==> src/rtl/pipeline_flow_pkg.sv <==
// Shared encodings and helpers for the SPARC pipeline flow controller.
package pipeline_flow_pkg;

  typedef enum logic [1:0] {
    RUN    = 2'd0,
    STALL  = 2'd1,
    DRAIN  = 2'd2,
    HALTED = 2'd3
  } flow_state_e;

  localparam logic [4:0] REG_G0      = 5'd0;
  localparam logic [3:0] COND_ALWAYS = 4'b1000;

  function automatic logic src_match(input logic used, input logic [4:0] rs, input logic [4:0] rd);
    return used && (rs == rd);
  endfunction

endpackage

==> src/rtl/pipeline_hazard_detect.sv <==
// Combinational hazard and annul terms for the instruction sitting in ID.
module pipeline_hazard_detect
  import pipeline_flow_pkg::*;
(
  input  logic [4:0] id_rs1,
  input  logic [4:0] id_rs2,
  input  logic       id_rs1_used,
  input  logic       id_rs2_used,
  input  logic       id_branch,
  input  logic       id_annul,
  input  logic       id_cond_always,
  input  logic       branch_taken,
  input  logic       ex_load,
  input  logic [4:0] ex_rd,
  input  logic       ex_cc_en,
  output logic       lu_haz,
  output logic       cc_haz,
  output logic       annul
);

  // %g0 never carries a dependency, so loads into it cannot create a hazard
  assign lu_haz = ex_load && (ex_rd != REG_G0) &&
                  (src_match(id_rs1_used, id_rs1, ex_rd) || src_match(id_rs2_used, id_rs2, ex_rd));
  assign cc_haz = id_branch && ex_cc_en;
  assign annul  = id_branch && id_annul && (!branch_taken || id_cond_always);

endmodule

==> src/rtl/pipeline_flow_controller.sv <==
// Flow-control FSM for the five-stage pipeline: PC/nPC/IF_ID strobes, bubbles,
// delay-slot annul, halt drain and a saturating stall counter.
module pipeline_flow_controller
  import pipeline_flow_pkg::*;
#(
  parameter int unsigned LOAD_STALL_CYCLES = 1,
  parameter int unsigned DRAIN_CYCLES      = 3,
  parameter int unsigned CNT_W             = 16
) (
  input  logic             clk,
  input  logic             clr,
  input  logic [4:0]       id_rs1,
  input  logic [4:0]       id_rs2,
  input  logic             id_rs1_used,
  input  logic             id_rs2_used,
  input  logic             id_branch,
  input  logic             id_annul,
  input  logic             id_cond_always,
  input  logic             branch_taken,
  input  logic             ex_load,
  input  logic [4:0]       ex_rd,
  input  logic             ex_cc_en,
  input  logic             halt_req,
  output logic             pc_le,
  output logic             npc_le,
  output logic             if_id_le,
  output logic             if_id_flush,
  output logic             cu_nop_sel,
  output logic             halted,
  output logic [CNT_W-1:0] stall_cycles,
  output logic [1:0]       state
);

  flow_state_e      state_q, state_d;
  logic [2:0]       cnt_q, cnt_d;
  logic [CNT_W-1:0] stall_q, stall_d;
  logic             lu_haz_s, cc_haz_s, annul_s;
  logic             freeze_s, flush_s, count_s;

  pipeline_hazard_detect u_hazard (
    .id_rs1         (id_rs1),
    .id_rs2         (id_rs2),
    .id_rs1_used    (id_rs1_used),
    .id_rs2_used    (id_rs2_used),
    .id_branch      (id_branch),
    .id_annul       (id_annul),
    .id_cond_always (id_cond_always),
    .branch_taken   (branch_taken),
    .ex_load        (ex_load),
    .ex_rd          (ex_rd),
    .ex_cc_en       (ex_cc_en),
    .lu_haz         (lu_haz_s),
    .cc_haz         (cc_haz_s),
    .annul          (annul_s)
  );

  // Next-state, bubble counter and freeze decision
  always_comb begin
    state_d  = state_q;
    cnt_d    = cnt_q;
    freeze_s = 1'b1;
    flush_s  = 1'b0;
    count_s  = 1'b0;
    case (state_q)
      RUN: begin
        if (halt_req) begin
          if (DRAIN_CYCLES <= 1) begin
            state_d = HALTED;
          end else begin
            state_d = DRAIN;
            cnt_d   = 3'(DRAIN_CYCLES - 1);
          end
        end else if (lu_haz_s) begin
          count_s = 1'b1;
          if (LOAD_STALL_CYCLES > 1) begin
            state_d = STALL;
            cnt_d   = 3'(LOAD_STALL_CYCLES - 1);
          end else begin
            state_d = RUN;
          end
        end else if (cc_haz_s) begin
          count_s = 1'b1;
        end else begin
          freeze_s = 1'b0;
          flush_s  = annul_s;
        end
      end
      STALL: begin
        count_s = 1'b1;
        if (cnt_q <= 3'd1) begin
          state_d = RUN;
        end else begin
          cnt_d = cnt_q - 3'd1;
        end
      end
      DRAIN: begin
        if (cnt_q <= 3'd1) begin
          state_d = HALTED;
        end else begin
          cnt_d = cnt_q - 3'd1;
        end
      end
      HALTED: begin
        if (!halt_req) begin
          state_d = RUN;
        end else begin
          state_d = HALTED;
        end
      end
      default: state_d = RUN;
    endcase
  end

  // Saturating stall counter next value
  always_comb begin
    if (count_s && (stall_q != {CNT_W{1'b1}})) begin
      stall_d = stall_q + {{(CNT_W-1){1'b0}}, 1'b1};
    end else begin
      stall_d = stall_q;
    end
  end

  // State, bubble counter and stall counter registers
  always_ff @(posedge clk or negedge clr) begin
    if (!clr) begin
      state_q <= RUN;
      cnt_q   <= 3'd0;
      stall_q <= {CNT_W{1'b0}};
    end else begin
      state_q <= state_d;
      cnt_q   <= cnt_d;
      stall_q <= stall_d;
    end
  end

  // Strobes force the reset pattern directly while clr is held low
  always_comb begin
    if (!clr) begin
      pc_le       = 1'b0;
      npc_le      = 1'b0;
      if_id_le    = 1'b0;
      if_id_flush = 1'b1;
      cu_nop_sel  = 1'b1;
    end else begin
      pc_le       = !freeze_s;
      npc_le      = !freeze_s;
      if_id_le    = !freeze_s;
      if_id_flush = flush_s;
      cu_nop_sel  = freeze_s;
    end
  end

  assign halted       = clr && (state_q == HALTED);
  assign stall_cycles = stall_q;
  assign state        = state_q;

endmodule
==> config.mk <==
export PLATFORM = sky130hd
export DESIGN_NAME = pipeline_flow_controller
export DESIGN_NICKNAME = d
export VERILOG_FILES = /design/src/rtl/pipeline_flow_pkg.sv /design/src/rtl/pipeline_hazard_detect.sv /design/src/rtl/pipeline_flow_controller.sv
export SDC_FILE = /design/constraint.sdc
export NUM_CORES = 1
export LEC_CHECK = 0
export ABC_CLOCK_PERIOD_IN_PS = 3900
export CORE_ASPECT_RATIO = 1.1
export CORE_MARGIN = 2
export CORE_UTILIZATION = 47
export DETAILED_ROUTE_END_ITERATION = 16
export GPL_TIMING_DRIVEN = 0
export PLACE_DENSITY = 0.93
export SLEW_MARGIN = 30
export SYNTH_ARGS = -nofsm -noshare
export SYNTH_HDL_FRONTEND = slang
export SYNTH_SLANG_ARGS = --single-unit
==> constraint.sdc <==
create_clock -name clk -period 3.9 [get_ports clk]
set_input_delay 0.585 -clock clk [delete_from_list [all_inputs] [get_ports clk]]
set_output_delay 0.585 -clock clk [all_outputs]
set_load 0.1 [all_outputs]
==> key figures <==
Cells and area
  • Final instance area: between 0.0015 and 0.002 mm²
  • Fraction of layout cells with a size suffix above 1: 7.73%
  • Layout area overhead: 40.4%
  • Nets: about 230
  • Filler cells: 226
  • Fin util: 68.7%
  • ANT cells: 0
  • Non-Filler Instances: 227

Route
  • Pre-antenna DRT Iters: 4
  • Post-detailed-route wirelength per cell: 13.9 µm
  • DRC Markers: 0
  • WL final: between 3000 and 4000 µm
  • Via count: 1,218
  • DR vias/cell: between 5 and 6
  • DR iter-0 viols: 8
  • Post-route antenna net violation count: 0

Synth
  • Area leader, netlist: dfrtp_1
  • Largest cells by area after synthesis: dfrtp_1 39%, xnor2_1 8.5%, xor2_1 7.9%, ha_1 7.5%, nand2_1 4.2%
  • Top_reg_cell synth: dfrtp_1
  • Count leader, synth: dfrtp_1
  • FFs w/ async S/R, synth: 100%
  • Syn Inst Count: 141
  • Synth cell count leaders: 21 x dfrtp_1, 15 x nand2_1, 13 x xnor2_1
  • Syn_area_per_cell: about 9.5 µm²
  • Net count after synthesis: 175
  • Post-Syn Area: 0.00134 mm²
  • Yosys reg bits: 21
  • Synth warn: 0
  • EDFF count, synth: 0
  • Synth cell types: 38
  • Sequential share of the synthesized area: 39.4%
  • Yosys top cell area share: around 40%

STA
  • Max-slew violation count: 0
  • Hold WS: 0.225 ns
  • Final period util: 96.9%
  • RSZ-0062 raised after global routing: no
  • Fin. Hold Viols: 0
  • Clk_skew: 0.00275 ns
  • Sum of negative setup slack: 0 ns
  • Post-route minimum period: 3.78 ns
  • Worst slew pin tran: approximately 1 ns
  • Crit path setup slack, layout: 0.123 ns
  • Final setup violation count: 0
  • Max-slew headroom: about a third
  • Fmax: 0.265 GHz

Pwr
  • Max rail drop VDD: 765 µV
  • Final Power: roughly 1.5 mW
  • Cell Pwr Density: 822 mW/mm²
  • Leak: between 0.7 and 0.8 nW

GRT
  • Largest net degree at the start of global routing: 25
  • Vias in the first global route: between 1k and 1.5k
  • Grt ovf: 0
  • First-pass GRT wire length: 5040 µm
  • Initial antenna violation count: 0
  • GRT Util Overall: 21.0%

Clock tree
  • Reg clk slew, reported paths: around 0.11 ns
  • Clk_lat worst skew: 0.31 ns
  • Setup bufs post-CTS: 0
  • CTS tree: built
  • CTS sink count: 21
  • CTS Buf Count: 3
  • Clock buffer depth: 2
  • Root Buffer: clkbuf_4
  • H-tree Lvls: 1

Floorplanning
  • Die ar.: 0.00328 mm²
  • Row count: 20
  • Initial Utilization: about 49%
  • Core ar.: 0.00273 mm²
  • Die height: 59.9 µm
  • Die Wd: 54.8 µm
  • Ports: 50

Setup path
  • CP Max Fanout: 4
  • Crit path to: if_id_flush
  • Most frequent CP cell: o21ai_1
  • R2R depth: 7
  • Slowest CP cell: dlygate4sd2_1
  • Beginning of the critical path: ex_rd[0]
  • Crit start category: input port
  • CP endpoint kind: output pin
  • Worst EP required: 3.31 ns
  • Reg-to-reg slack, setup: 1.75 ns
  • Critical path class: input port to output pin
  • Reg2Reg Capture Point: stall_cycles[1]$_DFFE_PN0P_
  • Crit path DAT: 3.19 ns
  • Worst-path cell chain: clkdlybuf4s50_1 -> or4_1 -> o21ai_1 -> inv_1 -> a21oi_1 -> nand2_1 -> o21ai_1 -> dlygate4sd2_1
  • R2r startpoint: stall_cycles[0]$_DFFE_PN0P_
  • Max stage delay on crit path: 0.86 ns

Job
  • Max-cap violation count: 0

Worst hold path
  • Hold Path Class: input port to async pin

Place
  • Post-detail-place hpwl: 2540 µm
  • DP Worst Slack: -0.302 ns
  • Placed insts: 223
  • Placement Cell Area: 0.00187 mm²
  • Port Buffers: 49
  • Placer Congestion: 0.748

Outcome
  • Status: complete, no violations
[registers in the layout (all words and copies together) (netlist names)]
register / cells
stall_cycles: 16
cnt_q: 3
state: 2
[cells by family after synthesis]
group / count (synthesis) / synth area share (%)
simple gates: 56 / 21.8
flops: 21 / 39.4
xor+xnor: 25 / 16.4
buf+inv: 13 / 4.78
compound gates: 16 / 8.53
fa+ha+maj: 8 / 7.50
mux: 2 / 1.59
[repair_timing]
action	in CTS	in global routing
hold buffers	0	0
endpoints found under the setup margin	5	2
gates resized for setup	7	3
[cell usage in the layout (no fill, tap or decap), drive strengths merged, types with 5 or more instances in the layout]
master,synthesis,routed
xnor2,13,13
nor3,7,7
nand2,15,15
nand3,5,5
buf,3,5
clkbuf,0,5
ha,8,8
nand4,7,7
clkdlybuf4s50,0,43
nor2,10,10
inv,10,10
xor2,12,12
dfrtp,21,21
[power by group]
group	switching [mW]	internal (mW)	leakage [nW]
Sequential	0.0968	0.292	0.232
Combinational	0.751	0.295	0.522
Clock	0.0666	0.0384	0.0177
[worst max-delay path, delay by kind of cell]
kind,cells,cell delay (ns)
compound gates,3,0.56
buf+inv,3,1.40
simple gates,2,0.63
[metal layers]
layer | track usage [%] | vias up | routed length, µm
li1 | - | 586 | -
met4 | 10.4 | 0 | 110
met1 | 23.7 | 584 | 1210
met5 | 0 | - | 0
met2 | 37.6 | 37 | 1700
met3 | 2.75 | 11 | 139
[worst min path at each step]
| stage | startpoint | end | slack (ns) | cells after the start |
|---|---|---|---|---|
| after floorplan | clr | cnt_q[0]$_DFFE_PN0P_ | 0.29 | 0 |
| after global placement | stall_cycles[13]$_DFFE_PN0P_ | stall_cycles[13]$_DFFE_PN0P_ | 0.48 | 1 |
| after detailed placement | stall_cycles[15]$_DFFE_PN0P_ | stall_cycles[15]$_DFFE_PN0P_ | 0.50 | 1 |
| after CTS | stall_cycles[13]$_DFFE_PN0P_ | stall_cycles[13]$_DFFE_PN0P_ | 0.52 | 1 |
| after global routing | clr | stall_cycles[1]$_DFFE_PN0P_ | 0.24 | 1 |
| final | clr | stall_cycles[1]$_DFFE_PN0P_ | 0.22 | 1 |
[final cells by class]
type                       count  area, µm²  share of cell area (%)
clock buffer                   3       22.5                    1.20
tap                           33       41.3                    2.20
multi-input combinational    107        746                    39.8
buffer                         3       26.3                    1.40
clock inverter                 1       5.00                   0.267
sequential                    21        526                    28.0
timing repair buffer          49        470                    25.1
inverter                      10       37.5                    2.00
(Power assumes the default switching activity.)
